`config.mk`:
```
export PLATFORM = sky130hd
export DESIGN_NAME = divi_u48_u24_arb
export DESIGN_NICKNAME = d
export VERILOG_FILES = /design/src/rtl/divi_u48_u24_arb.sv
export SDC_FILE = /design/constraint.sdc
export NUM_CORES = 1
export LEC_CHECK = 0
export CORE_MARGIN = 4
export CORE_UTILIZATION = 35
export CTS_BUF_LIST = sky130_fd_sc_hd__clkbuf_2
export CTS_CLUSTER_DIAMETER = 60
export DETAILED_ROUTE_END_ITERATION = 8
export DONT_BUFFER_PORTS = 1
export HOLD_SLACK_MARGIN = 0.12
export PLACE_DENSITY = 0.5
export SLEW_MARGIN = 30
export SYNTH_ARGS = -nofsm -noshare
export SYNTH_HDL_FRONTEND = slang
export SYNTH_SLANG_ARGS = --single-unit
```
`constraint.sdc`:
```
create_clock -name clk -period 9.45 [get_ports clk]
set_input_delay 0.945 -clock clk [delete_from_list [all_inputs] [get_ports clk]]
set_output_delay 0.945 -clock clk [all_outputs]
set_load 0.005 [all_outputs]
```
`src/rtl/divi_u48_u24_arb.sv`:
```
// divi_u48_u24_arb: round-robin front end for one shared pipelined 48/24 divider.
// Tracks result owners in a tag pipe and returns results through a show-ahead FIFO.
// Optional feature macro: DIV_ZERO_FLAG_EN adds resp_dz (divisor-was-zero flag).
module divi_u48_u24_arb #(
  parameter int NREQ       = 4,
  parameter int LAT        = 7,
  parameter int FIFO_DEPTH = 8,
  parameter int IDW        = $clog2(NREQ)
) (
  input  logic               clk,
  input  logic               rst,
  input  logic               en,
  input  logic [NREQ-1:0]    req_vld,
  output logic [NREQ-1:0]    req_rdy,
  input  logic [NREQ*48-1:0] req_a,
  input  logic [NREQ*24-1:0] req_b,
  output logic               div_en,
  output logic               div_vldin,
  output logic [47:0]        div_ain,
  output logic [23:0]        div_bin,
  input  logic               div_vldout,
  input  logic [47:0]        div_out,
  input  logic [22:0]        div_rem,
  output logic               resp_vld,
  input  logic               resp_rdy,
  output logic [IDW-1:0]     resp_id,
  output logic [47:0]        resp_q,
  output logic [22:0]        resp_r
`ifdef DIV_ZERO_FLAG_EN
  ,
  output logic               resp_dz
`endif
);
  localparam int PW = $clog2(FIFO_DEPTH);
  localparam int CW = $clog2(FIFO_DEPTH + 1);
  localparam int SW = CW + 1;

  // Circular pointer advance for FIFO depths that need not be a power of two.
  function automatic logic [PW-1:0] ptr_inc(input logic [PW-1:0] p);
    if (p == PW'(FIFO_DEPTH - 1)) begin
      return '0;
    end else begin
      return p + PW'(1);
    end
  endfunction

  logic [IDW-1:0] rr_ptr, grant, idx;
  logic           found, can_issue, handshake, push, pop, bypass;
  logic [CW-1:0]  inflight, cnt, cnt_after_pop, cnt_next;
  logic [SW-1:0]  credit_sum;
  logic [PW-1:0]  wptr, rptr, rptr_next;
  logic [LAT-1:0] tag_vld;
  logic [IDW-1:0] tag_id [LAT];
  logic [IDW-1:0] mem_id [FIFO_DEPTH];
  logic [47:0]    mem_q  [FIFO_DEPTH];
  logic [22:0]    mem_r  [FIFO_DEPTH];
`ifdef DIV_ZERO_FLAG_EN
  logic [LAT-1:0]        tag_dz;
  logic [FIFO_DEPTH-1:0] mem_dz;
`endif

  // div_vldout is not trusted: the divider's valid chain is unreset garbage after rst.
  logic unused_vldout;
  assign unused_vldout = div_vldout;

  // Round-robin search: first valid requester at or after rr_ptr, wrapping.
  always_comb begin
    grant = '0;
    found = 1'b0;
    idx   = '0;
    for (int k = 0; k < NREQ; k++) begin
      idx = IDW'((int'(rr_ptr) + k) % NREQ);
      if (!found && req_vld[idx]) begin
        found = 1'b1;
        grant = idx;
      end else begin
        found = found;
      end
    end
  end

  // Credit counts in-flight ops plus stored results; a same-cycle pop is not credited.
  assign credit_sum = SW'(inflight) + SW'(cnt);
  assign can_issue  = en && !rst && (credit_sum < SW'(FIFO_DEPTH));
  assign handshake  = found && can_issue;
  assign req_rdy    = handshake ? (NREQ'(1) << grant) : '0;
  assign div_en     = en;
  assign div_vldin  = handshake;
  assign div_ain    = handshake ? req_a[48*grant +: 48] : 48'd0;
  assign div_bin    = handshake ? req_b[24*grant +: 24] : 24'd0;

  // Round-robin pointer moves past the winner only when a grant is taken.
  always_ff @(posedge clk) begin
    if (rst) begin
      rr_ptr <= '0;
    end else if (handshake) begin
      rr_ptr <= (grant == IDW'(NREQ - 1)) ? '0 : grant + IDW'(1);
    end
  end

  // Tag pipe mirrors the divider pipeline and advances only with en.
  always_ff @(posedge clk) begin
    if (rst) begin
      tag_vld <= '0;
      for (int k = 0; k < LAT; k++) tag_id[k] <= '0;
`ifdef DIV_ZERO_FLAG_EN
      tag_dz <= '0;
`endif
    end else if (en) begin
      tag_vld   <= {tag_vld[LAT-2:0], handshake};
      tag_id[0] <= grant;
      for (int k = 1; k < LAT; k++) tag_id[k] <= tag_id[k-1];
`ifdef DIV_ZERO_FLAG_EN
      tag_dz <= {tag_dz[LAT-2:0], handshake && (div_bin == 24'd0)};
`endif
    end
  end

  assign push = en && tag_vld[LAT-1];
  assign pop  = resp_vld && resp_rdy;

  // In-flight count: +1 on issue, -1 on result push.
  always_ff @(posedge clk) begin
    if (rst) begin
      inflight <= '0;
    end else begin
      case ({handshake, push})
        2'b10:   inflight <= inflight + CW'(1);
        2'b01:   inflight <= inflight - CW'(1);
        default: inflight <= inflight;
      endcase
    end
  end

  // FIFO bookkeeping; a push into an otherwise empty FIFO bypasses straight to the head.
  always_comb begin
    cnt_after_pop = cnt - CW'(pop);
    cnt_next      = cnt_after_pop + CW'(push);
    rptr_next     = pop ? ptr_inc(rptr) : rptr;
    bypass        = push && (cnt_after_pop == '0);
  end

  // FIFO storage write; contents need no reset since cnt gates every read.
  always_ff @(posedge clk) begin
    if (push && !rst) begin
      mem_id[wptr] <= tag_id[LAT-1];
      mem_q[wptr]  <= div_out;
      mem_r[wptr]  <= div_rem;
`ifdef DIV_ZERO_FLAG_EN
      mem_dz[wptr] <= tag_dz[LAT-1];
`endif
    end
  end

  // Pointers, occupancy and the registered show-ahead head.
  always_ff @(posedge clk) begin
    if (rst) begin
      wptr     <= '0;
      rptr     <= '0;
      cnt      <= '0;
      resp_vld <= 1'b0;
      resp_id  <= '0;
      resp_q   <= 48'd0;
      resp_r   <= 23'd0;
`ifdef DIV_ZERO_FLAG_EN
      resp_dz  <= 1'b0;
`endif
    end else begin
      if (push) wptr <= ptr_inc(wptr);
      rptr     <= rptr_next;
      cnt      <= cnt_next;
      resp_vld <= (cnt_next != '0);
      if (bypass) begin
        resp_id <= tag_id[LAT-1];
        resp_q  <= div_out;
        resp_r  <= div_rem;
`ifdef DIV_ZERO_FLAG_EN
        resp_dz <= tag_dz[LAT-1];
`endif
      end else if (cnt_next != '0) begin
        resp_id <= mem_id[rptr_next];
        resp_q  <= mem_q[rptr_next];
        resp_r  <= mem_r[rptr_next];
`ifdef DIV_ZERO_FLAG_EN
        resp_dz <= mem_dz[rptr_next];
`endif
      end
    end
  end
endmodule

```
==> impl_metrics.json <==
{
  "die_h_um": 300,
  "status": "finished, final reports clean",
  "yosysUniqueCellTypes": 54,
  "synth_area_um2": 29800,
  "tightest_slew_ns": 1.01,
  "grt_pass1_wl_um": 153000,
  "period_minus_slack_ns": 5.54,
  "synthArstFlopShare_pct": 0,
  "cts_tree": "built",
  "antenna_left": 0,
  "min_from": "req_vld[0]",
  "dpl.hpwl_um": 67100,
  "dr.pass1.iters": 5,
  "power_density_nw_per_um2": 210,
  "synthCells": 2231,
  "r2r_start": "resp_vld",
  "wl_per_cell_um": 30.3,
  "clk_latency_ns": 1.38,
  "rsz0062_at_grt": "no",
  "hold_viol": 0,
  "finClkSkew_ns": 0.102,
  "final_common_cell": "edfxtp_1",
  "slew_headroom_pct": 32.4,
  "numCtsBuffers": 177,
  "start_util_pct": 35.5,
  "seq_area_frac_synth_pct": 66.8,
  "cp.arrival_ns": 4.59,
  "finalSetupViolCount": 0,
  "final_cell_mix": "edfxtp_1, clkbuf_2, o21ai_0",
  "p_total_mw": 7.04,
  "area_delta_synth_final_pct": 12.9,
  "synth_compound_area_share_pct": 15.4,
  "cts.sinks": 695,
  "coreArea_um2": 84000,
  "synthAdderAreaFrac_pct": 0.757,
  "synth-simple-area-share_pct": 5.33,
  "syn_nets": 2617,
  "synth_top_family_by_area": "compound AO/OA/AOI/OAI gates",
  "port-buffer-count": 0,
  "row_count": 106,
  "drcViolationCount": 0,
  "synth_enable_flop_cells": 598,
  "nNetsFinal": 2718,
  "avgSynthCellArea_um2": 13.3,
  "slew_viol_final": 0,
  "grt_overflow": 0,
  "via_per_inst": 5.71,
  "drive_gt1_share_pct": 17.4,
  "routabilityCongestion": 0.967,
  "die-area_um2": 89800,
  "fin_setup_tns_ns": 0,
  "synth.area.mux_share_pct": 7.92,
  "path_class": "input pin to primary output",
  "ys_seq_elements": 695,
  "first_iter_violations": 1364,
  "die_w_um": 300,
  "fin_crit_sh_pct": 58.6,
  "timing.fmax_mhz": 181,
  "root_buffer": "clkbuf_2",
  "finalWirelength_um": 111000,
  "yosys_warnings": 0,
  "p_leak_nw": 11.9,
  "cts_buffer_depth": 3,
  "cap_violations": 0,
  "worstHoldPathType": "input pin to flip-flop",
  "synth_xor_area_share_pct": 0.307,
  "synth_ff_type": "edfxtp_1",
  "htreeDepth": 4,
  "grt_usage_pct": 23.8,
  "grt_max_degree": 117,
  "vias": 20800,
  "vdd_drop_max_mv": 0.127,
  "worstSetupStartpoint": "en",
  "crit_fanout": 72,
  "cp.required_ns": 8.51,
  "clkTransAtPathRegs_ns": 0.09,
  "cts_setup_buffers": 0,
  "grt_pass1_vias": 20700,
  "ioPinCount": 520,
  "critPathCaptureType": "primary output",
  "antenna_found_initial": 77,
  "start_kind": "input pin"
}
==> power breakdown <==
group / internal [mW] / switching (mW) / total [mW]
Sequential: 3.51 / 0.192 / 3.70
Clock: 1.03 / 1.22 / 2.25
Combinational: 0.347 / 0.745 / 1.09
Total: 4.89 / 2.16 / 7.04
==> state kept, by name (all words and copies together) (netlist names) <==
register,cells
resp_id,2
rr_ptr,2
wptr,3
resp_vld,1
mem_r,184
mem_q,384
tag_id,14
inflight,4
mem_id,16
cnt,4
rptr,3
resp_q,48
tag_vld,7
resp_r,23
==> critical path, cell delays in order <==
cell           delay, ns
dlygate4sd3_1       0.89
nor2b_1             0.65
nand4_1             0.51
clkinv_1            0.39
nand2_2             0.06
buf_4               0.32
o22ai_1             0.74
==> metrics by stage <==
step | cells | setup slack (ns) | hold slack [ns] | util [%] | instance area [um2]
final | 3643 | 3.91 | 0.298 | 40.0 | 33600
after global placement | 3199 | 4.86 | 0.461 | 36.6 | 30700
after floorplan | 2231 | 2.32 | 0.445 | - | 29800
after CTS | 3615 | 3.83 | 0.130 | 39.9 | 33500
after global routing | 3640 | 3.67 | 0.198 | 40.0 | 33600
after detailed placement | 3205 | 4.80 | 0.480 | 36.8 | 30900
==> worst paths after layout <==
kind | end | slack (ns) | cells past startpoint
max | div_bin[3] | 3.91 | 7
min | tag_vld[0] | 0.30 | 4
max reg2reg | resp_q[35] | 5.06 | 12
min reg2reg | tag_vld[0] | 0.49 | 2
==> area by class of cell <==
cell class	instances	area, um2
inverter	13	48.8
clock buffer	296	1480
sequential	695	19900
antenna	27	67.6
timing repair buffer	124	1320
clock inverter	33	338
tap	1134	1420
fill	8038	50400
multi-input combinational	1321	9020
==> Yosys cell counts (all sizes together), types with 2 or more instances <==
master	instances	area, um2
o21ai	295	1480
a211oi	2	15.0
inv	12	45.0
nand3	222	1110
nand2b	8	50.1
mux2	73	822
and3	2	12.5
a21oi	233	1170
a211o	2	17.5
and2	14	87.6
or3	2	12.5
nor2b	7	43.8
nor3	5	30.0
xor2	7	68.8
mux2i	153	1540
a2111oi	73	714
nor3b	2	20.0
buf	108	611
nand4	2	12.5
nor2	24	90.1
nand2	13	56.3
a32oi	74	667
nand3b	3	22.5
edfxtp	598	18000
clkbuf	94	353
dfxtp	97	1940
ha	18	225
or2	2	12.5
o22ai	75	469
==> routing by layer <==
| metal | routed length (um) | track usage (%) | vias to the layer above | share of wire, % |
|---|---|---|---|---|
| met5 | 52 | 0 | - | 0.047 |
| met4 | 5050 | 10.6 | 8 | 4.6 |
| met3 | 6910 | 5.40 | 276 | 6.3 |
| met2 | 58900 | 44.0 | 967 | 53 |
| met1 | 39600 | 26.1 | 10400 | 36 |
| li1 | - | - | 9201 | - |
==> what timing repair did <==
action	CTS	global route
endpoints found under the hold margin	691	0
resized for setup	0	0
hold buffers	81	0
==> cell families after synthesis <==
kind of cell | count (synthesis)
AO/OA/AOI/OAI | 761
flip-flops | 695
AND/OR/NAND/NOR | 308
multiplexers | 226
buffers and inverters | 215
adder cells (fa/ha/maj) | 18
XOR/XNOR | 8
No activity file was read; power rests on OpenSTA's default activity.
